==> src/rtl/parity_engine_if.sv <==
// rtl/parity_engine_if.sv - control/status bundle between UART shift logic and the parity engine
interface parity_engine_if #(
    parameter int CNT_W = 8
);
    logic             start;
    logic             bit_valid;
    logic             bit_in;
    logic             clr_cnt;
    logic             check_en;
    logic [2:0]       parity_type;

    logic             busy;
    logic             parity_out;
    logic             par_valid;
    logic             err;
    logic             frame_done;
    logic [CNT_W-1:0] err_cnt;

    modport master (
        output start, bit_valid, bit_in, clr_cnt, check_en, parity_type,
        input  busy, parity_out, par_valid, err, frame_done, err_cnt
    );

    modport slave (
        input  start, bit_valid, bit_in, clr_cnt, check_en, parity_type,
        output busy, parity_out, par_valid, err, frame_done, err_cnt
    );
endinterface

==> src/rtl/parity_engine.sv <==
// rtl/parity_engine.sv - serial parity generator/checker with saturating error counter
module parity_engine #(
    parameter int DATA_BITS = 8,
    parameter int CNT_W     = 8
) (
    input  logic           clk,
    input  logic           rst_n,
    parity_engine_if.slave bus
);
    localparam int CNT_BITS = $clog2(DATA_BITS + 1);

    typedef enum logic [1:0] {
        IDLE   = 2'd0,
        DATA   = 2'd1,
        PARITY = 2'd2
    } state_t;

    state_t              state_q, state_d;
    logic                acc_q, acc_d;
    logic [CNT_BITS-1:0] cnt_q, cnt_d;
    logic [2:0]          type_q, type_d;
    logic                chk_q, chk_d;
    logic                busy_q, busy_d;
    logic                parity_out_q, parity_out_d;
    logic                par_valid_q, par_valid_d;
    logic                err_q, err_d;
    logic                frame_done_q, frame_done_d;
    logic [CNT_W-1:0]    err_cnt_q, err_cnt_d;

    logic                err_inc;
    logic                acc_next;
    logic                is_none;
    logic                last_bit;

    // Unlisted encodings fall through to mark.
    function automatic logic parity_bit(input logic [2:0] t, input logic x);
        case (t)
            3'b001:         return ~x;
            3'b010:         return x;
            3'b100, 3'b101: return 1'b0;
            default:        return 1'b1;
        endcase
    endfunction

    always_comb begin
        state_d      = state_q;
        acc_d        = acc_q;
        cnt_d        = cnt_q;
        type_d       = type_q;
        chk_d        = chk_q;
        parity_out_d = parity_out_q;
        par_valid_d  = 1'b0;
        err_d        = 1'b0;
        frame_done_d = 1'b0;
        err_inc      = 1'b0;
        acc_next     = acc_q ^ bus.bit_in;
        is_none      = (type_q == 3'b101);
        last_bit     = (cnt_q == CNT_BITS'(DATA_BITS - 1));

        if (bus.start) begin
            // A start in any state (re)opens a frame; an aborted frame emits nothing.
            state_d = DATA;
            acc_d   = 1'b0;
            cnt_d   = '0;
            type_d  = bus.parity_type;
            chk_d   = bus.check_en;
        end else begin
            case (state_q)
                DATA: begin
                    if (bus.bit_valid) begin
                        acc_d = acc_next;
                        cnt_d = cnt_q + CNT_BITS'(1);
                        if (last_bit) begin
                            parity_out_d = parity_bit(type_q, acc_next);
                            if (is_none) begin
                                state_d      = IDLE;
                                frame_done_d = 1'b1;
                            end else if (chk_q) begin
                                state_d     = PARITY;
                                par_valid_d = 1'b1;
                            end else begin
                                state_d      = IDLE;
                                par_valid_d  = 1'b1;
                                frame_done_d = 1'b1;
                            end
                        end
                    end
                end
                PARITY: begin
                    if (bus.bit_valid) begin
                        state_d      = IDLE;
                        frame_done_d = 1'b1;
                        if (bus.bit_in != parity_out_q) begin
                            err_d   = 1'b1;
                            err_inc = 1'b1;
                        end
                    end
                end
                default: begin
                    state_d = IDLE;
                end
            endcase
        end

        busy_d = (state_d != IDLE);

        // Clear takes precedence over a same-cycle error increment.
        err_cnt_d = err_cnt_q;
        if (bus.clr_cnt) begin
            err_cnt_d = '0;
        end else if (err_inc && (err_cnt_q != {CNT_W{1'b1}})) begin
            err_cnt_d = err_cnt_q + CNT_W'(1);
        end
    end

    always_ff @(posedge clk or negedge rst_n) begin
        if (!rst_n) begin
            state_q      <= IDLE;
            acc_q        <= 1'b0;
            cnt_q        <= '0;
            type_q       <= 3'b000;
            chk_q        <= 1'b0;
            busy_q       <= 1'b0;
            parity_out_q <= 1'b0;
            par_valid_q  <= 1'b0;
            err_q        <= 1'b0;
            frame_done_q <= 1'b0;
            err_cnt_q    <= '0;
        end else begin
            state_q      <= state_d;
            acc_q        <= acc_d;
            cnt_q        <= cnt_d;
            type_q       <= type_d;
            chk_q        <= chk_d;
            busy_q       <= busy_d;
            parity_out_q <= parity_out_d;
            par_valid_q  <= par_valid_d;
            err_q        <= err_d;
            frame_done_q <= frame_done_d;
            err_cnt_q    <= err_cnt_d;
        end
    end

    assign bus.busy       = busy_q;
    assign bus.parity_out = parity_out_q;
    assign bus.par_valid  = par_valid_q;
    assign bus.err        = err_q;
    assign bus.frame_done = frame_done_q;
    assign bus.err_cnt    = err_cnt_q;
endmodule

==> src/flat_wrapper.sv <==
// flat-port wrapper written by rule: the top's interface ports become plain ports
module parity_engine_flat 
#(
    parameter int DATA_BITS = 8,
    parameter int CNT_W     = 8
)
  (clk, rst_n, bus_start, bus_bit_valid, bus_bit_in, bus_clr_cnt, bus_check_en, bus_parity_type, bus_busy, bus_parity_out, bus_par_valid, bus_err, bus_frame_done, bus_err_cnt);
  parity_engine_if #(.CNT_W(CNT_W)) bus_i ();
  input  logic clk;
  input  logic rst_n;
  input wire logic [$bits(bus_i.start)-1:0] bus_start;
  input wire logic [$bits(bus_i.bit_valid)-1:0] bus_bit_valid;
  input wire logic [$bits(bus_i.bit_in)-1:0] bus_bit_in;
  input wire logic [$bits(bus_i.clr_cnt)-1:0] bus_clr_cnt;
  input wire logic [$bits(bus_i.check_en)-1:0] bus_check_en;
  input wire logic [$bits(bus_i.parity_type)-1:0] bus_parity_type;
  output wire logic [$bits(bus_i.busy)-1:0] bus_busy;
  output wire logic [$bits(bus_i.parity_out)-1:0] bus_parity_out;
  output wire logic [$bits(bus_i.par_valid)-1:0] bus_par_valid;
  output wire logic [$bits(bus_i.err)-1:0] bus_err;
  output wire logic [$bits(bus_i.frame_done)-1:0] bus_frame_done;
  output wire logic [$bits(bus_i.err_cnt)-1:0] bus_err_cnt;
  assign bus_i.start = bus_start;
  assign bus_i.bit_valid = bus_bit_valid;
  assign bus_i.bit_in = bus_bit_in;
  assign bus_i.clr_cnt = bus_clr_cnt;
  assign bus_i.check_en = bus_check_en;
  assign bus_i.parity_type = bus_parity_type;
  assign bus_busy = bus_i.busy;
  assign bus_parity_out = bus_i.parity_out;
  assign bus_par_valid = bus_i.par_valid;
  assign bus_err = bus_i.err;
  assign bus_frame_done = bus_i.frame_done;
  assign bus_err_cnt = bus_i.err_cnt;
  parity_engine #(.DATA_BITS(DATA_BITS), .CNT_W(CNT_W)) u_core (.clk(clk), .rst_n(rst_n), .bus(bus_i));
endmodule
==> config.mk <==
export PLATFORM = sky130hd
export DESIGN_NAME = parity_engine_flat
export DESIGN_NICKNAME = d
export VERILOG_FILES = /design/src/rtl/parity_engine_if.sv /design/src/rtl/parity_engine.sv /design/src/flat_wrapper.sv
export SDC_FILE = /design/constraint.sdc
export NUM_CORES = 1
export LEC_CHECK = 0
export ABC_AREA = 1
export BUFFER_PORTS_ARGS = -buffer_cell sky130_fd_sc_hd__clkbuf_2
export CORE_UTILIZATION = 40
export CTS_CLUSTER_DIAMETER = 80
export DETAILED_ROUTE_END_ITERATION = 10
export HOLD_SLACK_MARGIN = 0.02
export PLACE_DENSITY_LB_ADDON = 0.05
export SYNTH_ARGS = -nofsm -noshare
export SYNTH_HDL_FRONTEND = slang
export SYNTH_SLANG_ARGS = --single-unit
==> constraint.sdc <==
create_clock -name clk -period 2.6 [get_ports clk]
set_input_delay 0.65 -clock clk [delete_from_list [all_inputs] [get_ports clk]]
set_output_delay 0.65 -clock clk [all_outputs]
set_load 0.02 [all_outputs]
==> impl_metrics.env, run 1 <==
export IMPL_drive_gt1_frac=0.180
export IMPL_p_per_area_nw_per_um2=482
export IMPL_drv_cap=0
export IMPL_fin_crit_ns=1.67
export IMPL_synth_flop_cell="dfrtp_1"
export IMPL_worst_path_max_fanout=6
export IMPL_power_total_w=0.000732
export IMPL_synth_most_common_cell="nand2_1"
export IMPL_post_route_period_util=0.640
export IMPL_clkSinkCount=24
export IMPL_power_leakage_nw=0.805
export IMPL_cts_root_buf="clkbuf_4"
export IMPL_cts_tree="yes"
export IMPL_core_area_um2=3080
export IMPL_cp_slowest_stage_delay_ns=0.48
export IMPL_drv_slew=0
export IMPL_die_area_um2=3500
export IMPL_fp_row_count=20
export IMPL_crit_path_top_delay_cell="dfrtp_1"
export IMPL_finalHoldViolCount=0
export IMPL_cts_setup_buffers=0
export IMPL_gp_congestion=0.809
export IMPL_antenna_found_initial=0
export IMPL_regToRegSetupSlack_ns=1.12
export IMPL_critPathCaptureType="output pin"
export IMPL_synth_edf_count=0
export IMPL_diodes=0
export IMPL_cts_buffers=3
export IMPL_share_seq_of_total_power=0.539
export IMPL_grt_max_degree=25
export IMPL_relSlewSlack=0.601
export IMPL_fmax_ghz=0.601
export IMPL_grt_first_pass_wirelength_um=4460
export IMPL_ctsResizeCount=0
export IMPL_cp_startpoint="u_core.bus.err_cnt[4]"
export IMPL_cts_clk_slew_worst_paths_ns=0.15
export IMPL_area_growth_syn_to_layout_pct=16.3
export IMPL_comb_power_share=0.092
export IMPL_overflow=0
export IMPL_die_w_um=59.2
export IMPL_routedWlPerCell_um=11.2
export IMPL_first_pass_iters=4
export IMPL_yosysWarnings=0
export IMPL_clk_latency_ns=0.32
export IMPL_drtIter0Drc=50
export IMPL_vias=1137
export IMPL_async_flop_share=1.00
export IMPL_crit_required_ns=1.95
export IMPL_vdd_drop_max_mv=0.239
export IMPL_final_util=0.494
export IMPL_pwr_share_clk=0.370
export IMPL_synth_common_cells="nand2_1 (52), dfrtp_1 (24), inv_1 (20)"
export IMPL_worst_r2r_path_depth=6
export IMPL_grt_usage=0.171
export IMPL_arrival_ns=1.02
export IMPL_yosys_area_top_type="dfrtp_1"
export IMPL_rsz0062_at_grt="no"
export IMPL_cts_htree_levels=1
export IMPL_synthesis_nets=178
export IMPL_start_kind="flip-flop"
export IMPL_status="complete, no violations"
export IMPL_io_pins=23
export IMPL_p_int_w=0.000563
export IMPL_viasPerCell=4.88
export IMPL_synth_cells=164
export IMPL_fin_skew_ns=0.0167
export IMPL_r2r_end="u_core.cnt_q[2]"
export IMPL_rr_startpoint="u_core.state_q[1]"
export IMPL_yosysSeqAreaShare=0.459
export IMPL_start_util=0.425
export IMPL_first_global_vias=1009
export IMPL_worst_path_buf_inv=1
export IMPL_dpl_hpwl_um=1960
export IMPL_hold_buffers=0
export IMPL_crit_type="flip-flop to output pin"
export IMPL_post_synth_top_area_fraction=0.459
export IMPL_synth_avg_cell_area_um2=7.97
export IMPL_wl_um=2600
export IMPL_ant_nets=0
export IMPL_fillers=310
export IMPL_ys_seq_elements=24
export IMPL_p_sw_frac=0.231
export IMPL_setup_violations=0
export IMPL_hp_class="input pin to asynchronous set/reset pin"
export IMPL_nets=204
export IMPL_setup_tns_ns=0
export IMPL_worstMarginPinSlew_ns=0.598
export IMPL_mappedNetlistArea_um2=1310
export IMPL_die_h_um=59.2
export IMPL_portBuffers=22
export IMPL_route_detailed_drc=0
export IMPL_crit_family="flip-flops"
export IMPL_p_switching_w=0.000169
export IMPL_synth_cell_types=21
export IMPL_synth_area_top_cells="dfrtp_1 (46%), nand2_1 (15%), nand3_1 (6.5%)"
export IMPL_clk_path_buf_depth=2
export IMPL_cp_cell_sequence="clkbuf_2"
cell usage in the layout (no fill, tap or decap):
cell / Yosys / final
a21oi_1: 3 / 3
a31oi_1: 2 / 2
bufinv_16: 0 / 1
clkbuf_2: 0 / 22
clkbuf_4: 0 / 3
dfrtp_1: 24 / 24
ha_1: 4 / 4
inv_1: 20 / 20
nand2_1: 52 / 52
nand2_2: 2 / 2
nand3_1: 17 / 17
nand3b_1: 2 / 2
nand4_1: 1 / 1
nor2_1: 13 / 13
nor2_2: 2 / 2
nor2_4: 1 / 1
nor2_8: 2 / 2
nor3_1: 3 / 3
nor3_4: 1 / 1
o211ai_1: 1 / 1
o21ai_0: 8 / 8
xnor2_1: 2 / 2
xor2_1: 3 / 3
routing by layer:
layer | up-vias | wire [µm] | track usage
li1 | 565 | - | -
met4 | 0 | 19 | 0.0714
met1 | 535 | 1300 | 0.253
met5 | - | 0 | 0
met3 | 2 | 140 | 0.0197
met2 | 35 | 1140 | 0.252
how the worst max path moves through the flow:
stage                                 end  slack, ns  cells past startpoint
global route               bus_err_cnt[5]       0.87                      1
global placement    u_core.bus.err_cnt[0]       0.98                      7
detailed placement  u_core.bus.err_cnt[1]       0.97                      7
CTS                        bus_err_cnt[4]       0.93                      1
finish                     bus_err_cnt[4]       0.93                      1
floorplan           u_core.bus.err_cnt[4]       1.16                      7
final cells by class:
cell class | instances | area, µm² | share of cell area
tap | 44 | 55.1 | 0.0362
clock inverter | 1 | 30.0 | 0.0198
clock buffer | 3 | 22.5 | 0.0148
sequential | 24 | 601 | 0.395
inverter | 20 | 75.1 | 0.0494
multi-input combinational | 119 | 627 | 0.412
timing repair buffer | 22 | 110 | 0.0724
flip-flops by register name (all words and copies together) (netlist names):
name and flops:
u_core.bus.err_cnt 8, u_core.cnt_q 4, u_core.type_q 3, u_core.state_q 2, u_core.acc_q 1, u_core.bus.busy 1, u_core.bus.err 1, u_core.bus.frame_done 1
u_core.bus.par_valid 1, u_core.bus.parity_out 1, u_core.chk_q 1
per-stage QoR:
step           worst slack, ns  cells  hold WS, ns  cell area, µm²
2_1_floorplan             1.16    164        0.354            1310
4_1_cts                  0.930    233        0.324            1520
3_5_place_dp             0.965    229        0.467            1470
3_3_place_gp             0.984    229        0.459            1470
5_1_grt                  0.865    233        0.346            1520
6_report                 0.935    233        0.303            1520
power by group through the flow:
stage	clock network, W	registers (W)	logic (W)
finish	0.000271	0.000394	0.0000671
CTS	0.000281	0.000394	0.0000684
global route	0.000296	0.000396	0.0000771
detailed placement	0	0.000401	0.0000678
floorplan	0	0.000401	0.0000383
global placement	0	0.000402	0.0000671
cell families after synthesis:
family,after synthesis,share of synthesized area
XOR/XNOR,5,0.0335
adder cells (fa/ha/maj),4,0.0383
AO/OA/AOI/OAI,14,0.0574
buffers and inverters,21,0.0612
AND/OR/NAND/NOR,96,0.350
flip-flops,24,0.459
No activity file was read; power rests on OpenSTA's default activity.
==> inputs of run 2 (changes only) <==
Settings changed: ABC_AREA 1 to 0.
Clock period 2.6 ns to 1.4 ns, I/O delays scaled along.
==> run 2 against run 1 <==
Compared with the run above: the flow now finishes with violations (negative setup slack); register-to-register slack worse by 1.6 ns; critical path type is now flip-flop to flip-flop; via count decreased by 11%; sequential power rose by 86%; wire length grew 0.62%; hold slack worse by 0.048 ns; highest routed layer unchanged; sequential cell count stayed put; largest cell class is now sequential cells; clock-buffer cell count is 1 higher; non-clock buffer count rose by 30.
==> impl_metrics.env, run 2 <==
export IMPL_final_cell_mix="buf_4 (27), dfrtp_1 (22), clkbuf_2 (14)"
export IMPL_arrival_ns=2.09
export IMPL_dpl_hpwl_um=1940
export IMPL_antenna_found_initial=0
export IMPL_yosys_area_share_simple=0.187
export IMPL_cts_clk_slew_worst_paths_ns=0.14
export IMPL_power_total_w=0.00128
export IMPL_synth_avg_cell_area_um2=10.2
export IMPL_critPathCaptureType="flip-flop"
export IMPL_crit_required_ns=1.65
export IMPL_synth_cells=114
export IMPL_start_util=0.422
export IMPL_synthesis_nets=128
export IMPL_synth_flop_cell="dfrtp_1"
export IMPL_wl_um=2620
export IMPL_cts_buffers=3
export IMPL_p_per_area_nw_per_um2=763
export IMPL_relSlewSlack=0.760
export IMPL_drv_slew=0
export IMPL_core_area_um2=2760
export IMPL_area_sequential_um2=603
export IMPL_ant_nets=0
export IMPL_first_pass_iters=4
export IMPL_synth_most_common_cell="dfrtp_1"
export IMPL_rsz0062_at_grt="yes"
export IMPL_first_global_vias=983
export IMPL_nets=180
export IMPL_worst_path_max_fanout=4
export IMPL_mappedNetlistArea_um2=1160
export IMPL_rr_startpoint="u_core.bus.err_cnt[1]"
export IMPL_diodes=0
export IMPL_setup_violations=12
export IMPL_synthMuxAreaShare=0.0473
export IMPL_cts_root_buf="clkbuf_4"
export IMPL_worst_r2r_path_depth=5
export IMPL_power_leakage_nw=0.781
export IMPL_synth_area_top_cells="dfrtp_1 (52%), ha_1 (4.3%), a21oi_1 (3.9%)"
export IMPL_crit_type="flip-flop to flip-flop"
export IMPL_yosysSeqAreaShare=0.516
export IMPL_route_detailed_drc=0
export IMPL_synth_compound_area_frac=0.119
export IMPL_grt_max_degree=18
export IMPL_start_kind="flip-flop"
export IMPL_dp_slack_ns=-0.426
export IMPL_largest_reg_flops=8
export IMPL_finalHoldViolCount=0
export IMPL_hp_class="input pin to flip-flop"
export IMPL_die_area_um2=3130
export IMPL_cp_slowest_stage_delay_ns=0.48
export IMPL_final_util=0.608
export IMPL_setup_ws_ns=-0.438
export IMPL_layout_commonest_cell="buf_4"
export IMPL_fp_row_count=19
export IMPL_overflow=0
export IMPL_fin_crit_ns=1.84
export IMPL_gp_congestion=0.766
export IMPL_fmax_ghz=0.544
export IMPL_grt_usage=0.175
export IMPL_io_pins=23
export IMPL_cp_startpoint="u_core.bus.err_cnt[1]"
export IMPL_post_route_period_util=1.31
export IMPL_cp_cell_sequence="ha_4 > and3_4 > a2111o_1 > or4_1 > a21oi_1"
export IMPL_regToRegSetupSlack_ns=-0.44
export IMPL_fin_skew_ns=0.000722
export IMPL_synth_top_family_by_area="simple AND/OR/NAND/NOR gates"
export IMPL_grt_first_pass_wirelength_um=4310
export IMPL_violations="negative setup slack"
export IMPL_synth_common_cells="dfrtp_1 (24), a21oi_1 (9), nand2_1 (9)"
export IMPL_yosysWarnings=0
export IMPL_die_h_um=56.0
export IMPL_vdd_drop_max_mv=0.702
export IMPL_drtIter0Drc=15
export IMPL_portBuffers=22
export IMPL_synth_fa_ha_area_frac=0.0430
export IMPL_synth_edf_count=0
export IMPL_area_growth_syn_to_layout_pct=44.0
export IMPL_cts_htree_levels=1
export IMPL_min_from="bus_parity_type[1]"
export IMPL_clkSinkCount=24
export IMPL_synth_xor_xnor_area_share=0.0451
export IMPL_clk_path_buf_depth=2
export IMPL_synth_cell_types=30
export IMPL_drive_gt1_frac=0.461
export IMPL_vias=1008
export IMPL_fillers=239
export IMPL_routedWlPerCell_um=13.3
export IMPL_status="finished, violations left"
export IMPL_worstMarginPinSlew_ns=0.360
export IMPL_hold_path_depth=2
export IMPL_cts_tree="yes"
export IMPL_drv_cap=0
export IMPL_yosys_area_top_type="dfrtp_1"
export IMPL_post_synth_top_area_fraction=0.516
export IMPL_viasPerCell=5.14
export IMPL_async_flop_share=1.00
export IMPL_multiInputGateArea_um2=577
export IMPL_clk_latency_ns=0.31
export IMPL_die_w_um=56.0
export IMPL_crit_path_top_delay_cell="or4_1"
export IMPL_ys_seq_elements=24
-- run 2: cell count changes after synthesis, moves of 3 or more --
cell,delta
a21oi_1,+6
inv_1,-14
mux2_2,+4
nand2_1,-43
nand3_1,-9
nor2_1,-6
o31ai_1,+3
or3_1,+5
or4_1,+3
-- run 2: layout make-up --
cell class / count / area share
clock buffer: 4 / 0.0216
inverter: 6 / 0.0134
multi-input combinational: 79 / 0.344
sequential: 24 / 0.359
tap: 31 / 0.0231
timing repair buffer: 52 / 0.239
-- run 2: layer usage --
metal / up-vias / global-route usage / share of wire
li1: 509 / - / -
met1: 482 / 0.234 / 0.49
met2: 15 / 0.289 / 0.48
met4: 0 / 0.0662 / 0.0061
met3: 2 / 0.0256 / 0.023
met5: - / 0 / 0
-- run 2: cell families (layout without fill, tap and decap cells) --
kind of cell    Yosys count  in the layout
mux                       5              5
fa+ha+maj                 4              4
flops                    24             24
compound gates           23             23
simple gates             41             41
xor+xnor                  6              6
buf+inv                  11             62
-- run 2: repair_timing --
action	CTS	global route
gates cloned	0	0
setup buffers	1	5
hold endpoints to repair	12	0
endpoints found under the setup margin	13	20
resized for setup	6	32
pin swaps	0	1
hold buffers	1	0
-- run 2: where the power goes --
group	internal [W]	leakage [nW]	switching (W)	total, W
clock	0.000159	0.0210	0.000215	0.000374
combinational	0.0000863	0.445	0.0000861	0.000172
sequential	0.000717	0.316	0.0000170	0.000734
-- run 2: through the flow --
step           instance area, µm²  hold slack [ns]  TNS [ns]  instances
2_1_floorplan                1180           0.0544     -2.81        114
6_report                     1680            0.255     -3.12        196
5_1_grt                      1680            0.237     -3.78        196
3_5_place_dp                 1500            0.277     -3.02        188
3_3_place_gp                 1500            0.280     -2.75        188
4_1_cts                      1580            0.248     -3.20        194
-- run 2: path summary, 6_finish.rpt --
check,end
worst min register to register,u_core.chk_q
max in group asynchronous,u_core.cnt_q[1]
worst min-delay path,u_core.type_q[1]
worst max-delay path,u_core.bus.err_cnt[5]
min in group asynchronous,u_core.bus.busy
worst max register to register,u_core.bus.err_cnt[5]
-- run 2: worst max-delay path, delay by kind of cell, from the launching register on --
family / cells / cell delay, ns
AND/OR/NAND/NOR: 2 / 0.63
AO/OA/AOI/OAI: 2 / 0.53
flip-flops: 1 / 0.45
adder cells (fa/ha/maj): 1 / 0.16
==> inputs of run 3 (changes only) <==
Clock period 1.4 ns to 1.9 ns, I/O delays scaled along.
==> run 3 against run 2 <==
Compared with the run above: the flow still finishes with violations (negative setup slack); fmax decreased by 3.9%; first-iteration DRC count increased by 33%; global-route usage decreased by 0.21 points; utilization decreased by 7.3 points; sequential power decreased by 26%; critical endpoint is now u_core.bus.err_cnt[2].
==> impl_metrics.env, run 3 (synthesis gave the netlist of run 2 again) <==
export IMPL_critPathCaptureType="flip-flop"
export IMPL_clk_path_buf_depth=2
export IMPL_cp_slowest_stage_delay_ns=0.45
export IMPL_dp_slack_ns=-0.0407
export IMPL_post_route_period_util=1.01
export IMPL_diodes=0
export IMPL_route_detailed_drc=0
export IMPL_multiInputGateArea_um2=532
export IMPL_clkSinkCount=24
export IMPL_setup_violations=3
export IMPL_final_cell_mix="clkbuf_2 (22), dfrtp_1 (22), buf_4 (15)"
export IMPL_regToRegSetupSlack_ns=-0.01
export IMPL_worst_path_buf_inv=1
export IMPL_overflow=0
export IMPL_p_switching_w=0.000232
export IMPL_cts_tree="yes"
export IMPL_rr_startpoint="u_core.bus.err_cnt[0]"
export IMPL_status="finished, violations left"
export IMPL_drv_cap=0
export IMPL_p_sw_frac=0.229
export IMPL_clk_latency_ns=0.32
export IMPL_fin_crit_ns=1.91
export IMPL_worstMarginPinSlew_ns=0.613
export IMPL_setup_tns_ns=-0.0263
export IMPL_start_util=0.422
export IMPL_hold_buffers=0
export IMPL_die_w_um=56.0
export IMPL_crit_required_ns=2.16
export IMPL_first_global_vias=943
export IMPL_cts_clk_slew_worst_paths_ns=0.14
export IMPL_pwr_share_clk=0.373
export IMPL_worst_r2r_path_depth=6
export IMPL_worst_path_max_fanout=7
export IMPL_antenna_found_initial=0
export IMPL_die_h_um=56.0
export IMPL_p_int_w=0.000783
export IMPL_vias=964
export IMPL_cts_root_buf="clkbuf_4"
export IMPL_rsz0062_at_grt="yes"
export IMPL_cp_cell_sequence="ha_4 > and3_4 > a2111o_1 > buf_2 > or3_1 > a21oi_1"
export IMPL_viasPerCell=5.30
export IMPL_ant_nets=0
export IMPL_hold_ws_ns=0.133
export IMPL_use_met1=0.254
export IMPL_p_per_area_nw_per_um2=688
export IMPL_area_growth_syn_to_layout_pct=26.7
export IMPL_crit_end="u_core.bus.err_cnt[2]"
export IMPL_portBuffers=22
export IMPL_routedWlPerCell_um=13.4
export IMPL_start_kind="flip-flop"
export IMPL_finalHoldViolCount=0
export IMPL_power_leakage_nw=0.701
export IMPL_crit_path_top_delay_cell="dfrtp_2"
export IMPL_grt_usage=0.173
export IMPL_core_area_um2=2760
export IMPL_share_seq_of_total_power=0.534
export IMPL_io_pins=23
export IMPL_crit_family="compound AO/OA/AOI/OAI gates"
export IMPL_hp_class="input pin to asynchronous set/reset pin"
export IMPL_grtUsageMet2=0.255
export IMPL_fp_row_count=19
export IMPL_relSlewSlack=0.591
export IMPL_final_util=0.535
export IMPL_grt_first_pass_wirelength_um=4230
export IMPL_comb_power_share=0.093
export IMPL_setup_ws_ns=-0.0127
export IMPL_fmax_ghz=0.523
export IMPL_arrival_ns=2.17
export IMPL_drive_gt1_frac=0.338
export IMPL_wl_um=2450
export IMPL_drv_slew=0
export IMPL_violations="negative setup slack"
export IMPL_area_sequential_um2=603
export IMPL_cp_depth=6
export IMPL_cp_startpoint="u_core.bus.err_cnt[0]"
export IMPL_cts_buffers=3
export IMPL_fillers=268
export IMPL_crit_type="flip-flop to flip-flop"
export IMPL_nets=166
export IMPL_grtUsageMet3=0.0209
export IMPL_vdd_drop_max_mv=0.403
export IMPL_grt_max_degree=25
export IMPL_gp_congestion=0.721
export IMPL_largest_reg_flops=8
export IMPL_first_pass_iters=3
export IMPL_power_total_w=0.00102
export IMPL_r2r_end="u_core.bus.err_cnt[2]"
export IMPL_cts_htree_levels=1
export IMPL_fin_skew_ns=0.00203
export IMPL_dpl_hpwl_um=1710
export IMPL_die_area_um2=3130
export IMPL_busiest_layer="met2"
export IMPL_drtIter0Drc=20
[run 3: worst register-to-register path: cells and delay by family (launching register included)]
kind | cells | cell delay [ns]
DFF | 1 | 0.45
and+or+nand+nor | 2 | 0.46
buffers and inverters | 1 | 0.19
AOI/OAI and AO/OA | 2 | 0.59
adders and majority gates | 1 | 0.17
[run 3: worst min path at each step]
stage	from	to	slack [ns]	depth (start not counted)
floorplan	rst_n	u_core.acc_q	0.18	0
global placement	u_core.chk_q	u_core.chk_q	0.49	1
detailed placement	u_core.chk_q	u_core.chk_q	0.51	1
CTS	rst_n	u_core.cnt_q[0]	0.15	1
global route	rst_n	u_core.bus.err_cnt[6]	0.15	1
finish	rst_n	u_core.bus.err_cnt[6]	0.13	1
[run 3: area by class of cell]
class,instances,share of cell area
Clock buffer,3,0.0153
Clock inverter,1,0.0203
Inverter,6,0.0153
Multi-Input combinational cell,79,0.360
Sequential cell,24,0.408
Tap cell,31,0.0263
Timing Repair Buffer,38,0.154
[run 3: through the flow]
step / std cells / cell area (µm²)
2_1_floorplan: 114 / 1180
3_3_place_gp: 175 / 1400
3_5_place_dp: 175 / 1400
4_1_cts: 181 / 1470
5_1_grt: 182 / 1480
6_report: 182 / 1480
[run 3: repair_timing]
action / 4_1_cts / 5_1_grt
pin swaps: 2 / 1
buffers inserted: 2 / 1
endpoints found under the setup margin: 2 / 7
resized for setup: 2 / 1
[run 3: metal layers]
metal,vias to the layer above,part of all wire
met5,-,0
met4,0,0.021
met3,5,0.029
met2,15,0.44
met1,462,0.50
li1,482,-
[run 3: power groups by stage]
stage          combinational (W)  sequential (W)  clock [W]
2_1_floorplan          0.0000555        0.000552          0
3_3_place_gp           0.0000927        0.000552          0
3_5_place_dp           0.0000951        0.000553          0
4_1_cts                0.0000956        0.000543   0.000393
5_1_grt                 0.000107        0.000546   0.000407
6_report               0.0000945        0.000542   0.000378
